**config.mk**
```make
export PLATFORM = sky130hd
export DESIGN_NAME = mcpu_prog_loader
export DESIGN_NICKNAME = d
export VERILOG_FILES = /design/src/rtl/mcpu_pkg.sv /design/src/rtl/mcpu_prog_loader.sv
export SDC_FILE = /design/constraint.sdc
export NUM_CORES = 1
export LEC_CHECK = 0
export CELL_PAD_IN_SITES_DETAIL_PLACEMENT = 1
export CELL_PAD_IN_SITES_GLOBAL_PLACEMENT = 2
export CORE_MARGIN = 8
export CORE_UTILIZATION = 35
export CTS_CLUSTER_DIAMETER = 50
export DETAILED_ROUTE_END_ITERATION = 7
export GPL_TIMING_DRIVEN = 0
export PLACE_DENSITY = 0.81
export SETUP_SLACK_MARGIN = 0.1
export SYNTH_ARGS = -nofsm -noshare
export SYNTH_HDL_FRONTEND = slang
export SYNTH_SLANG_ARGS = --single-unit
```
**constraint.sdc**
```tcl
create_clock -name clk -period 2.6 [get_ports clk]
set_input_delay 0.78 -clock clk [delete_from_list [all_inputs] [get_ports clk]]
set_output_delay 0.78 -clock clk [all_outputs]
set_load 0.02 [all_outputs]
```
**src/rtl/mcpu_pkg.sv**
```systemverilog
// Shared MCPU definitions: loader state encoding, default geometry, byte order and opcodes.
package mcpu_pkg;

    localparam int unsigned DEF_WORD_SIZE  = 16;
    localparam int unsigned DEF_ADDR_WIDTH = 8;
    localparam int unsigned BYTE_W         = 8;

    // Instruction words arrive high byte first.
    localparam bit MSB_BYTE_FIRST = 1'b1;

    typedef enum logic [2:0] {
        LD_CLEAR = 3'd0,
        LD_LEN   = 3'd1,
        LD_HI    = 3'd2,
        LD_LO    = 3'd3,
        LD_DONE  = 3'd4
    } loader_state_e;

    // MCPU opcode field values (upper nibble of an instruction word).
    localparam logic [3:0] OP_NOP  = 4'h0;
    localparam logic [3:0] OP_LDI  = 4'h1;
    localparam logic [3:0] OP_MOV  = 4'h2;
    localparam logic [3:0] OP_ADD  = 4'h3;
    localparam logic [3:0] OP_SUB  = 4'h4;
    localparam logic [3:0] OP_AND  = 4'h5;
    localparam logic [3:0] OP_SHR  = 4'h6;
    localparam logic [3:0] OP_JZ   = 4'h7;
    localparam logic [3:0] OP_JMP  = 4'h8;
    localparam logic [3:0] OP_HALT = 4'hF;

endpackage

```
**src/rtl/mcpu_prog_loader.sv**
```systemverilog
// Program loader: clears the MCPU program RAM, then streams a length-prefixed
// image of big-endian words into it while holding the CPU in reset.
module mcpu_prog_loader
    import mcpu_pkg::*;
#(
    parameter int unsigned WORD_SIZE  = DEF_WORD_SIZE,
    parameter int unsigned ADDR_WIDTH = DEF_ADDR_WIDTH
) (
    input  logic                  clk,
    input  logic                  reset,
    input  logic [BYTE_W-1:0]     in_data,
    input  logic                  in_valid,
    output logic                  in_ready,
    input  logic                  start,
    output logic                  mem_we,
    output logic [ADDR_WIDTH-1:0] mem_addr,
    output logic [WORD_SIZE-1:0]  mem_wdata,
    output logic                  cpu_reset,
    output logic                  done
);

    // One extra counter bit so a length of 2**ADDR_WIDTH terminates without wrapping.
    localparam int unsigned            CNT_W    = ADDR_WIDTH + 1;
    localparam logic [CNT_W-1:0]       FULL_LEN = CNT_W'(1) << ADDR_WIDTH;
    localparam logic [ADDR_WIDTH-1:0]  CLR_LAST = '1;

    loader_state_e           state, state_nxt;
    logic [ADDR_WIDTH-1:0]   clr_addr, clr_addr_nxt;
    logic [CNT_W-1:0]        count, count_nxt;
    logic [CNT_W-1:0]        len, len_nxt;
    logic [BYTE_W-1:0]       hi_byte, hi_byte_nxt;
    logic [CNT_W-1:0]        count_inc;
    logic [2*BYTE_W-1:0]     word;
    logic                    take;

    logic                    mem_we_nxt;
    logic [ADDR_WIDTH-1:0]   mem_addr_nxt;
    logic [WORD_SIZE-1:0]    mem_wdata_nxt;
    logic                    in_ready_nxt;
    logic                    cpu_reset_nxt;
    logic                    done_nxt;

    // State, bookkeeping and all outputs are registered.
    always_ff @(posedge clk or negedge reset) begin
        if (!reset) begin
            state     <= LD_CLEAR;
            clr_addr  <= '0;
            count     <= '0;
            len       <= '0;
            hi_byte   <= '0;
            mem_we    <= 1'b0;
            mem_addr  <= '0;
            mem_wdata <= '0;
            in_ready  <= 1'b0;
            cpu_reset <= 1'b1;
            done      <= 1'b0;
        end else begin
            state     <= state_nxt;
            clr_addr  <= clr_addr_nxt;
            count     <= count_nxt;
            len       <= len_nxt;
            hi_byte   <= hi_byte_nxt;
            mem_we    <= mem_we_nxt;
            mem_addr  <= mem_addr_nxt;
            mem_wdata <= mem_wdata_nxt;
            in_ready  <= in_ready_nxt;
            cpu_reset <= cpu_reset_nxt;
            done      <= done_nxt;
        end
    end

    // Next-state and next-output logic; a byte moves only when in_valid meets the registered in_ready.
    always_comb begin
        state_nxt     = state;
        clr_addr_nxt  = clr_addr;
        count_nxt     = count;
        len_nxt       = len;
        hi_byte_nxt   = hi_byte;
        mem_we_nxt    = 1'b0;
        mem_addr_nxt  = mem_addr;
        mem_wdata_nxt = mem_wdata;
        take          = in_valid && in_ready;
        count_inc     = count + CNT_W'(1);
        word          = MSB_BYTE_FIRST ? {hi_byte, in_data} : {in_data, hi_byte};

        case (state)
            LD_CLEAR: begin
                mem_we_nxt    = 1'b1;
                mem_addr_nxt  = clr_addr;
                mem_wdata_nxt = '0;
                clr_addr_nxt  = clr_addr + ADDR_WIDTH'(1);
                count_nxt     = '0;
                if (clr_addr == CLR_LAST) begin
                    state_nxt = LD_LEN;
                end
            end
            LD_LEN: begin
                if (take) begin
                    len_nxt   = (in_data == '0) ? FULL_LEN : CNT_W'(in_data);
                    state_nxt = LD_HI;
                end
            end
            LD_HI: begin
                if (take) begin
                    hi_byte_nxt = in_data;
                    state_nxt   = LD_LO;
                end
            end
            LD_LO: begin
                if (take) begin
                    mem_we_nxt    = 1'b1;
                    mem_addr_nxt  = count[ADDR_WIDTH-1:0];
                    mem_wdata_nxt = WORD_SIZE'(word);
                    count_nxt     = count_inc;
                    state_nxt     = (count_inc < len) ? LD_HI : LD_DONE;
                end
            end
            LD_DONE: begin
                // Reload: issue the first clear write right away so clearing still spans 256 cycles.
                if (start) begin
                    state_nxt     = LD_CLEAR;
                    mem_we_nxt    = 1'b1;
                    mem_addr_nxt  = '0;
                    mem_wdata_nxt = '0;
                    clr_addr_nxt  = ADDR_WIDTH'(1);
                    count_nxt     = '0;
                end
            end
            default: begin
                state_nxt = LD_CLEAR;
            end
        endcase

        in_ready_nxt  = (state_nxt == LD_LEN) || (state_nxt == LD_HI) || (state_nxt == LD_LO);
        cpu_reset_nxt = (state_nxt != LD_DONE);
        done_nxt      = (state_nxt == LD_DONE);
    end

endmodule

```
==> metrics.md <==
| Metric | Value |
|---|---|
| Fraction of layout cells with a size suffix above 1 | `16.53%` |
| Register bit count reported by yosys | `65` |
| Run status | `completed` |
| TNS Setup | `0 ns` |
| Register Area | `approximately 1600 µm²` |
| First-pass GRT wire length | `13660 µm` |
| Row count | `35` |
| CTS Hold Bufs | `0` |
| Hold Crit Start | `hi_byte[1]` |
| WL/cell | `~17 µm` |
| P_leak | `0.001803 µW` |
| Mux share of post-synthesis cell area | `between 6 and 7%` |
| Non-Filler Instances | `just under 500` |
| R2R setup slack | `about 0.25 ns` |
| Number of synthesized flops with an enable pin | `0` |
| Most numerous cell in the Yosys netlist | `dfrtp_1` |
| WS Path Type | `reg -> reg` |
| Die height | `111.5 µm` |
| Yosys top cell area share | `50.22%` |
| Largest family of logic cells by synthesized area | `simple AND/OR/NAND/NOR gates` |
| Detailed Route Iter0 Violations | `52` |
| Critical path fanouts, max | `6` |
| Worst Setup Start Kind | `flop` |
| IO Pins | `40` |
| Max clock buf depth | `2` |
| Crit-path max cell delay | `0.45 ns` |
| Tcrit/Tclk final | `90.48%` |
| Total Routing Usage GR | `13.48%` |
| Gp weighted congestion | `0.7298` |
| TritonCTS Buffers | `9` |
| HP Class | `reg -> reg` |
| Syn avg cell area | `approximately 10 µm²` |
| Crit-path leading delay family | `simple AND/OR/NAND/NOR gates` |
| Fillers | `~1000` |
| Synth area leaders | `dfrtp_1 50%, nand2_1 7.3%, ha_1 3.9%, mux2_4 3.8%, nand3_1 3.6%` |
| Compound-Gate Fraction of Synth Area | `a little under an eighth` |
| Flop pwr share | `34.1%` |
| Clk_skew | `0.007579 ns` |
| Vias in the first global route | `2650` |
| Switch Pwr | `2050 µW` |
| Top_reg_cell synth | `dfrtp_1` |
| Reg clk slew, reported paths | `around 0.080 ns` |
| Post-synth top cells | `64 x dfrtp_1, 62 x nand2_1, 23 x nand3_1, 23 x o21ai_0, 15 x a21oi_1` |
| Core area | `9021 µm²` |
| Cell area after synthesis | `3189 µm²` |
| Post-synthesis adder-cell area fraction | `3.923%` |
| Post-DRT Antenna Nets | `0` |
| DP Wirelength | `approximately 5800 µm` |
| Max transition margin | `43.50%` |
| Internal power | `3084 µW` |
| Grt ovf | `0` |
| Highest clock rate | `0.4251 GHz` |
| Sw frac | `39.92%` |
| Peak supply drop | `around 520 µV` |
| Cell taking the most area after synthesis | `dfrtp_1` |
| Worst slew pin tran | `0.8474 ns` |
| Starting Density | `35.35%` |
| Hold Path Stages | `2` |
| Total nets after synthesis | `339` |
| Crit path arrival time | `around 2.6 ns` |
| Setup WS post-layout | `0.2474 ns` |
| Crit path buf inv count | `0` |
| Crit-path slowest cell | `dfrtp_2` |
| Clock Power Share | `19.4%` |
| Clk root buf | `clkbuf_8` |
| Die area | `12420 µm²` |
| Worst R2R End | `in_ready` |
| Min Tclk post-route | `2.353 ns` |
| Antenna violations before repair | `0` |
| Critical Path RT | `2.81 ns` |
| H-tree depth | `3` |
| Worst Hold End | `mem_wdata[9]` |
| Xor/xnor share of the synthesized area | `3.021%` |
| Area occupied by multi-input gates | `1474 µm²` |
| Power Total | `5134 µW` |
| Sequential share of the synthesized area | `between 50% and 60%` |
| Yosys cell types | `45` |
| Largest net degree at the start of global routing | `66` |
| FFs w/ async S/R, synth | `between 90% and 100%` |
| Combinational power share | `46.5%` |
| Pwr Density | `~1300 nW/µm²` |
| Post-Syn Instances | `317` |
| CTS sink cnt | `65` |
| Clock Latency Late Sink | `approximately 0.35 ns` |
| Final setup fails | `0` |
| Via count | `2474` |
| Critical-path cell list | `ha_4 > nand2_1 > or2_1 > xnor2_1 > ha_1 > nand4_1 > or2_4 > o22ai_4 > o211ai_1` |
| Vias/cell | `just over 5` |
| Final WL | `8121 µm` |
| Horiz. Die Dim | `111.5 µm` |
| Simple-gate share of the synthesized area | `19.62%` |
| RR Startpoint | `count[0]` |
| Layout area overhead | `25.58%` |
| Setup crit end kind | `flop` |
| Max_cap viols | `0` |
| Dpl cells | `roughly 470` |
| CTS tree | `built` |
| Residual DRC | `0` |
| Final Hold Fails | `0` |
| Yosys warnings | `0` |
| First-pass iteration count of the detailed router | `4` |
| Fin nets | `392` |
| Unrepaired setup endpoints after global routing | `false` |
| Worst r2r path cells | `9` |
| Max-slew violations | `0` |
| Diode count | `0` |
| Port Buffers | `39` |
| Pre-CTS setup slack | `-0.08198 ns` |
worst max-delay path by stage:
stage,to,cells past startpoint,start
floorplan,in_ready,9,count[0]
finish,in_ready,9,count[0]
detailed placement,state[1],9,count[0]
global placement,mem_wdata[2],1,reset
CTS,in_ready,9,count[1]
global route,in_ready,9,count[0]
cells by family (layout without fill, tap and decap cells):
group	Yosys count	count (layout)
AO/OA/AOI/OAI	58	58
adder cells (fa/ha/maj)	10	10
AND/OR/NAND/NOR	130	130
buffers and inverters	26	84
multiplexers	17	17
flip-flops	65	65
XOR/XNOR	11	11
layer usage:
layer	part of all wire [%]	up-vias	GRT usage (%)
met1	47	1230	16.39
met4	0.96	0	3.467
met5	0	-	0
met3	5.2	8	5.054
li1	-	1193	-
met2	47	43	21.89
through the flow:
stage               cell area [µm²]  util [%]  hold WS [ns]
floorplan                      3189         -        0.4348
global placement               3719     41.22        0.4465
detailed placement             3716     41.19        0.4603
CTS                            3949     43.77        0.4791
global route                   4005     44.40        0.5088
finish                         4005     44.40        0.4762
cell type report:
cell class	count	share of cell area, %
repair buffers	42	10.25
clock buffers	9	3.093
flip-flops and latches	65	40.71
clock inverters	7	2.530
inverters	12	1.125
plain buffers	14	2.031
well taps	111	3.468
multi-input cells	226	36.80
power by group through the flow:
stage | sequential, µW | combinational (µW) | clock, µW
after global placement | 1750 | 2270 | 0
final | 1750 | 2390 | 995
after global routing | 1820 | 2640 | 1070
after detailed placement | 1770 | 2330 | 0
after CTS | 1750 | 2360 | 1020
after floorplan | 1930 | 1290 | 0
placed cells by master (no fill, tap or decap), drive strengths merged, types with 3 or more instances in the layout:
cell and n:
nor4 4, nor2 16, a21oi 15, nand2 62, nand2b 4, dfrtp 64, or3 3, nor2b 4
nand3 24, a21bo 3, clkdlybuf4s50 38, clkbuf 15, inv 15, o21ai 23, buf 12, or2 3
xnor2 6, xor2 5, a22o 3, nor3 4, mux2 17, ha 10
worst min-delay path, cell delays in order (launching register included):
cell and delay, ns:
dfrtp_1 0.35, nand2_1 0.05, nand2_1 0.05
state kept, by name (all words and copies together), names as in the netlist:
signal / cells
clr_addr: 8
count: 9
cpu_reset: 1
done: 1
hi_byte: 8
in_ready: 1
len: 9
mem_addr: 8
mem_wdata: 16
mem_we: 1
state: 3
repair_timing:
item,in CTS,in global routing
setup endpoints to repair,5,5
gates resized for setup,2,7
setup buffers,0,3
endpoints found under the hold margin,0,0
pin swaps,0,1
No activity file was read; power rests on OpenSTA's default activity.
